### src/rtl/dplca_txop_if.sv
// Event inputs and table outputs exchanged between the PLCA observer and the DPLCA state diagram.
interface dplca_txop_if #(
  parameter int unsigned CNT_W = 8
);
  logic              beacon_rx;
  logic [7:0]        beacon_node_count;
  logic              txop_end;
  logic [7:0]        txop_cur_id;
  logic              txop_busy;
  logic [255:0]      txop_claim_table;
  logic              dplca_txop_table_upd;
  logic [7:0]        dplca_txop_id;
  logic [7:0]        dplca_txop_node_count;
  logic              dplca_new_age;
  logic [CNT_W-1:0]  age_cnt;

  // Driver side: produces PLCA events, consumes the claim table.
  modport master (
    output beacon_rx, beacon_node_count, txop_end, txop_cur_id, txop_busy,
    input  txop_claim_table, dplca_txop_table_upd, dplca_txop_id,
           dplca_txop_node_count, dplca_new_age, age_cnt
  );

  // Table side: consumes PLCA events, produces the claim table.
  modport slave (
    input  beacon_rx, beacon_node_count, txop_end, txop_cur_id, txop_busy,
    output txop_claim_table, dplca_txop_table_upd, dplca_txop_id,
           dplca_txop_node_count, dplca_new_age, age_cnt
  );
endinterface

### src/rtl/dplca_txop_table.sv
// DPLCA TXOP claim table: tracks busy TXOPs per PLCA cycle with two-window aging.
module dplca_txop_table #(
  parameter int unsigned AGE_CYCLES = 16,
  parameter int unsigned CNT_W      = 8
) (
  input  logic         clk,
  input  logic         rst_n,
  input  logic         plca_reset_i,
  input  logic         dplca_aging_i,
  dplca_txop_if.slave  bus
);
  localparam int unsigned N_TXOP = 256;
  localparam int unsigned ID_W   = 8;

  typedef enum logic [1:0] {IDLE, SYNC, RUN} state_e;

  state_e              state_q, state_d;
  logic [N_TXOP-1:0]   cur_tbl_q, cur_tbl_d;
  logic [N_TXOP-1:0]   prev_tbl_q, prev_tbl_d;
  logic [N_TXOP-1:0]   claim_q, claim_d;
  logic                upd_q, upd_d;
  logic [ID_W-1:0]     txop_id_q, txop_id_d;
  logic [ID_W-1:0]     node_cnt_q, node_cnt_d;
  logic                new_age_q, new_age_d;
  logic [CNT_W-1:0]    age_cnt_q, age_cnt_d;
  logic [CNT_W-1:0]    age_inc;
  logic                txop_end_prev_q, beacon_prev_q;
  logic                txop_rise, beacon_rise;

  // Wide event pulses count once, on their rising edge.
  assign txop_rise   = bus.txop_end  & ~txop_end_prev_q;
  assign beacon_rise = bus.beacon_rx & ~beacon_prev_q;
  assign age_inc     = age_cnt_q + CNT_W'(1);

  // State register and all registered outputs.
  always_ff @(posedge clk or negedge rst_n) begin
    if (!rst_n) begin
      state_q         <= IDLE;
      cur_tbl_q       <= '0;
      prev_tbl_q      <= '0;
      claim_q         <= '0;
      upd_q           <= 1'b0;
      txop_id_q       <= '0;
      node_cnt_q      <= '0;
      new_age_q       <= 1'b0;
      age_cnt_q       <= '0;
      txop_end_prev_q <= 1'b0;
      beacon_prev_q   <= 1'b0;
    end else begin
      state_q         <= state_d;
      cur_tbl_q       <= cur_tbl_d;
      prev_tbl_q      <= prev_tbl_d;
      claim_q         <= claim_d;
      upd_q           <= upd_d;
      txop_id_q       <= txop_id_d;
      node_cnt_q      <= node_cnt_d;
      new_age_q       <= new_age_d;
      age_cnt_q       <= age_cnt_d;
      txop_end_prev_q <= bus.txop_end;
      beacon_prev_q   <= bus.beacon_rx;
    end
  end

  // Next-state: sync to the first BEACON, then record TXOPs and rotate windows.
  always_comb begin
    state_d    = state_q;
    cur_tbl_d  = cur_tbl_q;
    prev_tbl_d = prev_tbl_q;
    upd_d      = 1'b0;
    txop_id_d  = txop_id_q;
    node_cnt_d = node_cnt_q;
    new_age_d  = new_age_q;
    age_cnt_d  = age_cnt_q;

    if (plca_reset_i) begin
      state_d    = IDLE;
      cur_tbl_d  = '0;
      prev_tbl_d = '0;
      txop_id_d  = '0;
      node_cnt_d = '0;
      new_age_d  = 1'b0;
      age_cnt_d  = '0;
    end else begin
      case (state_q)
        IDLE: begin
          cur_tbl_d  = '0;
          prev_tbl_d = '0;
          new_age_d  = 1'b0;
          age_cnt_d  = '0;
          if (dplca_aging_i) state_d = SYNC;
        end
        SYNC: begin
          if (!dplca_aging_i) begin
            state_d    = IDLE;
            cur_tbl_d  = '0;
            prev_tbl_d = '0;
            new_age_d  = 1'b0;
            age_cnt_d  = '0;
          end else if (beacon_rise) begin
            node_cnt_d = bus.beacon_node_count;
            age_cnt_d  = '0;
            state_d    = RUN;
          end
        end
        RUN: begin
          if (!dplca_aging_i) begin
            state_d    = IDLE;
            cur_tbl_d  = '0;
            prev_tbl_d = '0;
            new_age_d  = 1'b0;
            age_cnt_d  = '0;
          end else begin
            // The TXOP is written first so a coincident rotation carries it into prev.
            if (txop_rise) begin
              cur_tbl_d[bus.txop_cur_id] = cur_tbl_q[bus.txop_cur_id] | bus.txop_busy;
              txop_id_d = bus.txop_cur_id;
              upd_d     = 1'b1;
            end
            if (beacon_rise) begin
              node_cnt_d = bus.beacon_node_count;
              if (age_inc == CNT_W'(AGE_CYCLES)) begin
                prev_tbl_d = cur_tbl_d;
                cur_tbl_d  = '0;
                age_cnt_d  = '0;
                new_age_d  = 1'b1;
              end else begin
                age_cnt_d  = age_inc;
                new_age_d  = 1'b0;
              end
            end
          end
        end
        default: state_d = IDLE;
      endcase
    end
    claim_d = cur_tbl_d | prev_tbl_d;
  end

  assign bus.txop_claim_table      = claim_q;
  assign bus.dplca_txop_table_upd  = upd_q;
  assign bus.dplca_txop_id         = txop_id_q;
  assign bus.dplca_txop_node_count = node_cnt_q;
  assign bus.dplca_new_age         = new_age_q;
  assign bus.age_cnt               = age_cnt_q;
endmodule

### src/flat_wrapper.sv
// flat-port wrapper written by rule: the top's interface ports become plain ports
module dplca_txop_table_flat 
#(
  parameter int unsigned AGE_CYCLES = 16,
  parameter int unsigned CNT_W      = 8
)
  (clk, rst_n, plca_reset_i, dplca_aging_i, bus_beacon_rx, bus_beacon_node_count, bus_txop_end, bus_txop_cur_id, bus_txop_busy, bus_txop_claim_table, bus_dplca_txop_table_upd, bus_dplca_txop_id, bus_dplca_txop_node_count, bus_dplca_new_age, bus_age_cnt);
  dplca_txop_if #(.CNT_W(CNT_W)) bus_i ();
  input  logic clk;
  input  logic rst_n;
  input  logic plca_reset_i;
  input  logic dplca_aging_i;
  input wire logic [$bits(bus_i.beacon_rx)-1:0] bus_beacon_rx;
  input wire logic [$bits(bus_i.beacon_node_count)-1:0] bus_beacon_node_count;
  input wire logic [$bits(bus_i.txop_end)-1:0] bus_txop_end;
  input wire logic [$bits(bus_i.txop_cur_id)-1:0] bus_txop_cur_id;
  input wire logic [$bits(bus_i.txop_busy)-1:0] bus_txop_busy;
  output wire logic [$bits(bus_i.txop_claim_table)-1:0] bus_txop_claim_table;
  output wire logic [$bits(bus_i.dplca_txop_table_upd)-1:0] bus_dplca_txop_table_upd;
  output wire logic [$bits(bus_i.dplca_txop_id)-1:0] bus_dplca_txop_id;
  output wire logic [$bits(bus_i.dplca_txop_node_count)-1:0] bus_dplca_txop_node_count;
  output wire logic [$bits(bus_i.dplca_new_age)-1:0] bus_dplca_new_age;
  output wire logic [$bits(bus_i.age_cnt)-1:0] bus_age_cnt;
  assign bus_i.beacon_rx = bus_beacon_rx;
  assign bus_i.beacon_node_count = bus_beacon_node_count;
  assign bus_i.txop_end = bus_txop_end;
  assign bus_i.txop_cur_id = bus_txop_cur_id;
  assign bus_i.txop_busy = bus_txop_busy;
  assign bus_txop_claim_table = bus_i.txop_claim_table;
  assign bus_dplca_txop_table_upd = bus_i.dplca_txop_table_upd;
  assign bus_dplca_txop_id = bus_i.dplca_txop_id;
  assign bus_dplca_txop_node_count = bus_i.dplca_txop_node_count;
  assign bus_dplca_new_age = bus_i.dplca_new_age;
  assign bus_age_cnt = bus_i.age_cnt;
  dplca_txop_table #(.AGE_CYCLES(AGE_CYCLES), .CNT_W(CNT_W)) u_core (.clk(clk), .rst_n(rst_n), .plca_reset_i(plca_reset_i), .dplca_aging_i(dplca_aging_i), .bus(bus_i));
endmodule
### config.mk
export PLATFORM = sky130hd
export DESIGN_NAME = dplca_txop_table_flat
export DESIGN_NICKNAME = d
export VERILOG_FILES = /design/src/rtl/dplca_txop_if.sv /design/src/rtl/dplca_txop_table.sv /design/src/flat_wrapper.sv
export SDC_FILE = /design/constraint.sdc
export NUM_CORES = 2
export LEC_CHECK = 0
export ABC_AREA = 1
export ABC_CLOCK_PERIOD_IN_PS = 3050
export CORE_ASPECT_RATIO = 1.4
export CORE_MARGIN = 5
export CORE_UTILIZATION = 59
export DETAILED_ROUTE_END_ITERATION = 16
export GPL_TIMING_DRIVEN = 0
export PLACE_DENSITY = 0.81
export SYNTH_ARGS = -nofsm -noshare
export SYNTH_HDL_FRONTEND = slang
export SYNTH_SLANG_ARGS = --single-unit
### constraint.sdc
create_clock -name clk -period 3.05 [get_ports clk]
set_clock_uncertainty 0.15 [all_clocks]
set_input_delay 0.305 -clock clk [delete_from_list [all_inputs] [get_ports clk]]
set_output_delay 0.305 -clock clk [all_outputs]
set_load 0.03 [all_outputs]
Yosys cells after proc, flatten, opt, wreduce, memory -nomap -nowiden
Index checks and enable logic that the tools add are counted.
Word-level totals
  bits in registers: 798
  input port bits: 23
  word-level logic and storage cells: 91
Cells by class
  add/sub/neg operators: 1
  $lt $le $gt $ge: 2
  equality and inequality tests: 8
  mux-type cells: 49
  bitwise logic cells: 6
  reductions and logical operators: 14
Operators by type and width (number)
  $mux 256: 11
  $pmux 256 s3: 2
  $bwmux 256: 1
  $or 256x256->256: 1
  $mux 8: 14
  $pmux 8 s3: 1
  $reduce_and 3->1: 5
  $mux 1: 11
  $mux 2: 5
  $reduce_bool 2->1: 5
  $lt 8x9->1 const B: 1
  $ne 3x3->1 const B: 3
  $add 8x1->8 const B: 1
  $bmux 1 s8: 1
  $demux 1 s8: 1
  $eq 8x5->1 const B: 1
  $ge 8x1->1 const B: 1
  $ne 4x3->1 const B: 2
  $pmux 2 s3: 1
  $reduce_bool 4->1: 1
  $pmux 1 s3: 1
  $and 1x1->1: 2
  $eq 2x1->1 const B: 1
  $eq 2x2->1 const B: 1
  5 further kinds: 6

Longest topological paths before layout
  depth after elaboration: 12
  mapped depth: 24
  gate-level depth less buffers: 19

Worst setup path before layout
No wires, ideal clock.
  path kind: register to register
  start point: register u_core.age_cnt_q[0], in the netlist u_core.bus.age_cnt[0]
  end point: register u_core.claim_q[191], in the netlist u_core.bus.txop_claim_table[191]
  setup time: 0.066 ns
  arrival time: 2.560 ns
  path slack: 0.274 ns
  stages on the path, launching flop included: 15
  period minus slack after synthesis: 2.776 ns
  cells stage by stage: dfrtp_1 ha_1 nand2_1 nor2_1 nand3_1 xor2_1 nor3_1 nand3_2 nor3_2 clkbuf_1 clkbuf_1 nand3_1 nand2_1 nand2_1 nand2_1
On the way
  word-level cells in the longest chain between the ends: 8
  elaborated cells on any way between the ends: 13
Ends and longest elaborated chain
  start, declared: line dplca_txop_table.sv:25  | logic [CNT_W-1:0] age_cnt_q, age_cnt_d;
  start signal, assigned: line dplca_txop_table.sv:58  | age_cnt_q <= age_cnt_d;
  $add 8x1->8 *: line dplca_txop_table.sv:33  | assign age_inc = age_cnt_q + CNT_W'(1);
  $eq 8x5->1 *: line dplca_txop_table.sv:121  | if (age_inc == CNT_W'(AGE_CYCLES)) begin
  $mux 256: line dplca_txop_table.sv:121
  $mux 256: line dplca_txop_table.sv:119  | if (beacon_rise) begin
  $mux 256: line dplca_txop_table.sv:106  | if (!dplca_aging_i) begin
  $pmux 256 s3: line dplca_txop_table.sv:84  | case (state_q)
  $mux 256: line dplca_txop_table.sv:75  | if (plca_reset_i) begin
  $or 256x256->256 *: line dplca_txop_table.sv:136  | claim_d = cur_tbl_d | prev_tbl_d;
  net u_core.claim_d[191]: line dplca_txop_table.sv:20  | logic [N_TXOP-1:0] claim_q, claim_d;
  end signal, assigned: line dplca_txop_table.sv:53  | claim_q <= claim_d;
  end, declared: line dplca_txop_table.sv:20
Mark *: on every way through the listed nets, which the timed path passes. The rest lies on a longest branch.
A chain may end at the register's enable or synchronous reset.

Final worst setup path
  start point: input port bus_txop_cur_id[1]
  end point: register u_core.claim_q[106], in the netlist u_core.bus.txop_claim_table[106]
On the way
  word-level cells in the longest chain between the ends: 12
  elaborated cells on any way between the ends: 21
Ends and longest elaborated chain
  start, declared: line flat_wrapper.sv:16  | input wire logic [$bits(bus_i.txop_cur_id)-1:0] bus_txop_cur_id;
  $lt 8x9->1 (implied by the code) or $ge 8x1->1 (tied branches): line dplca_txop_table.sv:115  | cur_tbl_d[bus.txop_cur_id] = cur_tbl_q[bus.txop_cur_id] | bus.txop_busy;
  $logic_and 1x1->1 (implied by the code): line dplca_txop_table.sv:115
  $mux 1 (implied by the code): line dplca_txop_table.sv:115
  $demux 1 s8
  $bwmux 256 *: line dplca_txop_table.sv:115
  $mux 256 *: line dplca_txop_table.sv:114  | if (txop_rise) begin
  $mux 256: line dplca_txop_table.sv:121
  $mux 256: line dplca_txop_table.sv:119
  $mux 256: line dplca_txop_table.sv:106
  $pmux 256 s3: line dplca_txop_table.sv:84
  $mux 256: line dplca_txop_table.sv:75
  $or 256x256->256 *: line dplca_txop_table.sv:136
  net u_core.claim_d[106]: line dplca_txop_table.sv:20
Mark *: on every way through the listed nets, which the timed path passes. The rest lies on a longest branch. The select of a mux whose other input is x is not followed.

==> flow_metrics.py <==
metrics = {
    "status": {
        "status": "finished, violations left",
        "violations": "negative hold slack, negative setup slack",
    },
    "yosys": {
        "netlist_area_um2": 39900,
        "ys_seq_elements": 798,
        "yosysWarnings": 0,
        "ys_top_cells_by_area": "dfrtp_1 50%, nand2_1 21%, nand3_1 11%",
        "yosysUniqueCellTypes": 26,
        "synth_area_leader_cell": "dfrtp_1",
        "yosysSeqAreaShare_pct": 50.1,
        "syn_area_per_cell_um2": 7.23,
        "syn_inst": 5519,
        "syn_nets": 5548,
        "yosysTopAreaCellShare_pct": 50.1,
    },
    "clock_tree": {
        "cts_buffer_depth": 3,
        "cts_sinks": 798,
        "cts_buffers": 75,
        "root_buffer": "clkbuf_16",
        "cts_tree": "built",
        "clk_pin_slew_ns": 0.07,
        "clock_latency_ns": 0.65,
        "htree_levels": 3,
    },
    "floorplan": {
        "die_area_um2": 73000,
        "core_um2": 66800,
        "ios": 305,
        "initial_core_util_pct": 59.7,
        "dieWidth_um": 230,
        "die-height_um": 318,
        "rows": 112,
    },
    "critical_path": {
        "ff2ff_setup_slack_ns": 0.03,
        "worstPathRequired_ns": 3.39,
        "regToRegEndpoint": "u_core.bus.txop_claim_table[192]$_DFF_PN0_",
        "rr_worst_depth": 10,
        "critPathKind": "in -> reg",
        "crit_fanout": 10,
        "arrival_ns": 3.41,
        "crit_path_end_kind": "flop",
        "rr_startpoint": "u_core.txop_end_prev_q$_DFF_PN0_",
        "start_kind": "input port",
    },
    "global_route": {
        "grt_usage_pct": 39.0,
        "grt_overflow_total": 0,
        "grt_max_degree": 124,
        "grt_pass1_wl_um": 219000,
        "first_global_vias": 37700,
        "antenna_found_initial": 13,
    },
    "drt": {
        "firstDrtPassIters": 7,
        "detail_route.drc_violations": 0,
        "wl_per_cell_um": 21.4,
        "totalWireLength_um": 146000,
        "vias_per_cell": 5.75,
        "drt.antenna.violating_nets": 0,
        "route.vias.total": 39400,
        "drtIter0Drc": 5505,
    },
    "cells_and_area": {
        "syn_to_final_growth_pct": 18.9,
        "stdcell_area_um2": 47400,
        "nets": 5953,
        "post-route-util_pct": 70.9,
        "n_fill_cell": 5370,
        "instances_no_fill": 6849,
        "drive_gt1_share_pct": 10.2,
    },
    "hold_path": {
        "hold_path_class": "in -> reg",
        "whs_path_depth": 3,
        "hold_path.startpoint": "bus_txop_cur_id[3]",
        "hold-path-endpoint": "u_core.bus.dplca_txop_id[3]$_DFFE_PN0P_",
    },
    "pwr": {
        "p_leak_nw": 29.4,
        "vdd_ir_drop_max_mv": 0.414,
        "power_mw": 22.7,
        "power.density_nw_per_um2": 478,
    },
    "sta": {
        "final-setup-viol-count": 23,
        "tightest_slew_ns": 1.40,
        "slew_viol_final": 0,
        "fin_ws_ns": -0.0223,
        "period_share_pct": 101,
        "slew_headroom_pct": 6.77,
        "fin_crit_ns": 3.07,
        "timing.fmax_mhz": 325,
        "holdWs_ns": -0.0166,
        "finalHoldViolations": 1,
    },
    "place": {
        "dp.cells": 6683,
        "postPlaceCellArea_um2": 44200,
        "gp_congestion": 1.01,
        "dp_hpwl_um": 97200,
        "port-buffer-count": 302,
    },
    "run": {
        "maxCapViolCount": 0,
    },
}
## cells in the mapped netlist
library cell and n:
a21oi_1 6, buf_1 48, buf_2 72, buf_4 31
buf_6 8, clkbuf_1 164, dfrtp_1 798, ha_1 6
inv_1 612, inv_2 3, nand2_1 2226, nand3_1 846
nand3_2 1, nand4_1 28, nor2_1 315, nor2_2 1
nor2_4 2, nor3_1 3, nor3_2 1, o21ai_0 133
o21ai_1 9, o22ai_1 1, o311ai_0 1, o31ai_1 1
or2_2 198, xor2_1 5
## per-stage QoR
step,setup slack [ns],TNS (ns)
after floorplan,0.274,0
after global placement,-33.96,-
after detailed placement,-1.47,-733.61
after CTS,0.00307,0
after global routing,-0.0376,-0.623
final,-0.0223,-0.207
## repair_timing
item,CTS,global route
setup buffers,17,2
endpoints found under the hold margin,103,1
gates cloned,0,0
resized for setup,128,136
hold buffers,3,1
pin swaps,6,5
endpoints found under the setup margin,748,750
## sequential cells by signal, indices dropped and copies added (netlist names), 2 cells and up
register	flops
u_core.bus.age_cnt	8
u_core.bus.dplca_txop_id	8
u_core.bus.dplca_txop_node_count	8
u_core.bus.txop_claim_table	256
u_core.cur_tbl_q	256
u_core.prev_tbl_q	256
u_core.state_q	2
## critical path: stages
cell,delay [ns]
buf_4,0.14
buf_1,0.58
nand3_1,0.29
nand4_1,0.13
nand2_1,0.07
nand2_1,0.07
o21ai_1,0.22
nand2_1,0.14
nor2_1,0.19
nor2_1,0.10
nor2_4,0.17
buf_6,0.22
buf_2,0.28
nand3_1,0.14
nand3_1,0.09
nand2_1,0.05
nand2_1,0.07
nand2_1,0.15
## worst max path at each step
stage                                 startpoint                                         end  slack, ns
3_3_place_gp                               rst_n  u_core.bus.txop_claim_table[134]$_DFF_PN0_     -33.96
5_1_grt        u_core.bus.age_cnt[0]$_DFFE_PN0P_  u_core.bus.txop_claim_table[172]$_DFF_PN0_      -0.04
2_1_floorplan  u_core.bus.age_cnt[0]$_DFFE_PN0P_  u_core.bus.txop_claim_table[191]$_DFF_PN0_       0.27
4_1_cts        u_core.bus.age_cnt[0]$_DFFE_PN0P_  u_core.bus.txop_claim_table[116]$_DFF_PN0_      0.003
3_5_place_dp                  bus_txop_cur_id[3]  u_core.bus.txop_claim_table[189]$_DFF_PN0_      -1.47
6_report                      bus_txop_cur_id[1]  u_core.bus.txop_claim_table[106]$_DFF_PN0_      -0.02
## cells by family after synthesis
kind of cell / synth area share, %
flip-flops: 50.1
adder cells (fa/ha/maj): 0.188
AO/OA/AOI/OAI: 1.91
buffers and inverters: 9.49
AND/OR/NAND/NOR: 38.2
XOR/XNOR: 0.110
## cell type report
cell class                      count  area [um2]  area share (%)
Sequential cell                   798       20000            42.1
Multi-Input combinational cell   3783       16300            34.4
Timing Repair Buffer              332        3420            7.22
Inverter                          615        2310            4.87
Clock buffer                       96        2140            4.51
Buffer                            319        1770            3.74
Tap cell                          855        1070            2.26
Clock inverter                     38         408           0.860
Antenna cell                       13        32.5          0.0686
## routing by layer
layer / routed length (um) / vias to the layer above / share of wire [%] / track usage (%)
li1: - / 17800 / - / -
met1: 50200 / 18100 / 34 / 47.9
met2: 63000 / 2720 / 43 / 58.4
met3: 18300 / 803 / 13 / 11.0
met4: 14800 / 4 / 10 / 29.9
met5: 23 / - / 0.016 / 0
## report_power, final
| part | switching, mW | internal [mW] | leakage [nW] |
|---|---|---|---|
| sequential | 0.0128 | 10.6 | 11.1 |
| combinational | 1.78 | 0.403 | 17.0 |
| clock | 4.36 | 5.52 | 1.24 |
| total | 6.16 | 16.5 | 29.4 |
## cells in the final DEF (no fill, tap or decap), types with 4 or more instances in the layout
master and count:
clkbuf_4 17, nor2_4 4, o21ai_0 133, buf_2 85, o21ai_1 7, buf_6 16, nor2_2 7, bufinv_16 6
or2_2 198, dlygate4sd3_1 4, buf_16 7, inv_1 612, clkdlybuf4s50_1 299, ha_1 6, clkbuf_16 79, inv_6 4
nor2_1 307, clkbuf_2 33, dfrtp_1 797, a21oi_1 6, clkbuf_1 100, clkbuf_8 13, clkinv_2 12, buf_8 5
buf_1 22, nand3_1 844, nand4_1 28, xor2_1 4, clkinvlp_4 8, nand2_2 31, buf_4 64, diode_2 13
nand2_1 2194, clkinv_4 7
No activity file was read; power rests on OpenSTA's default activity.
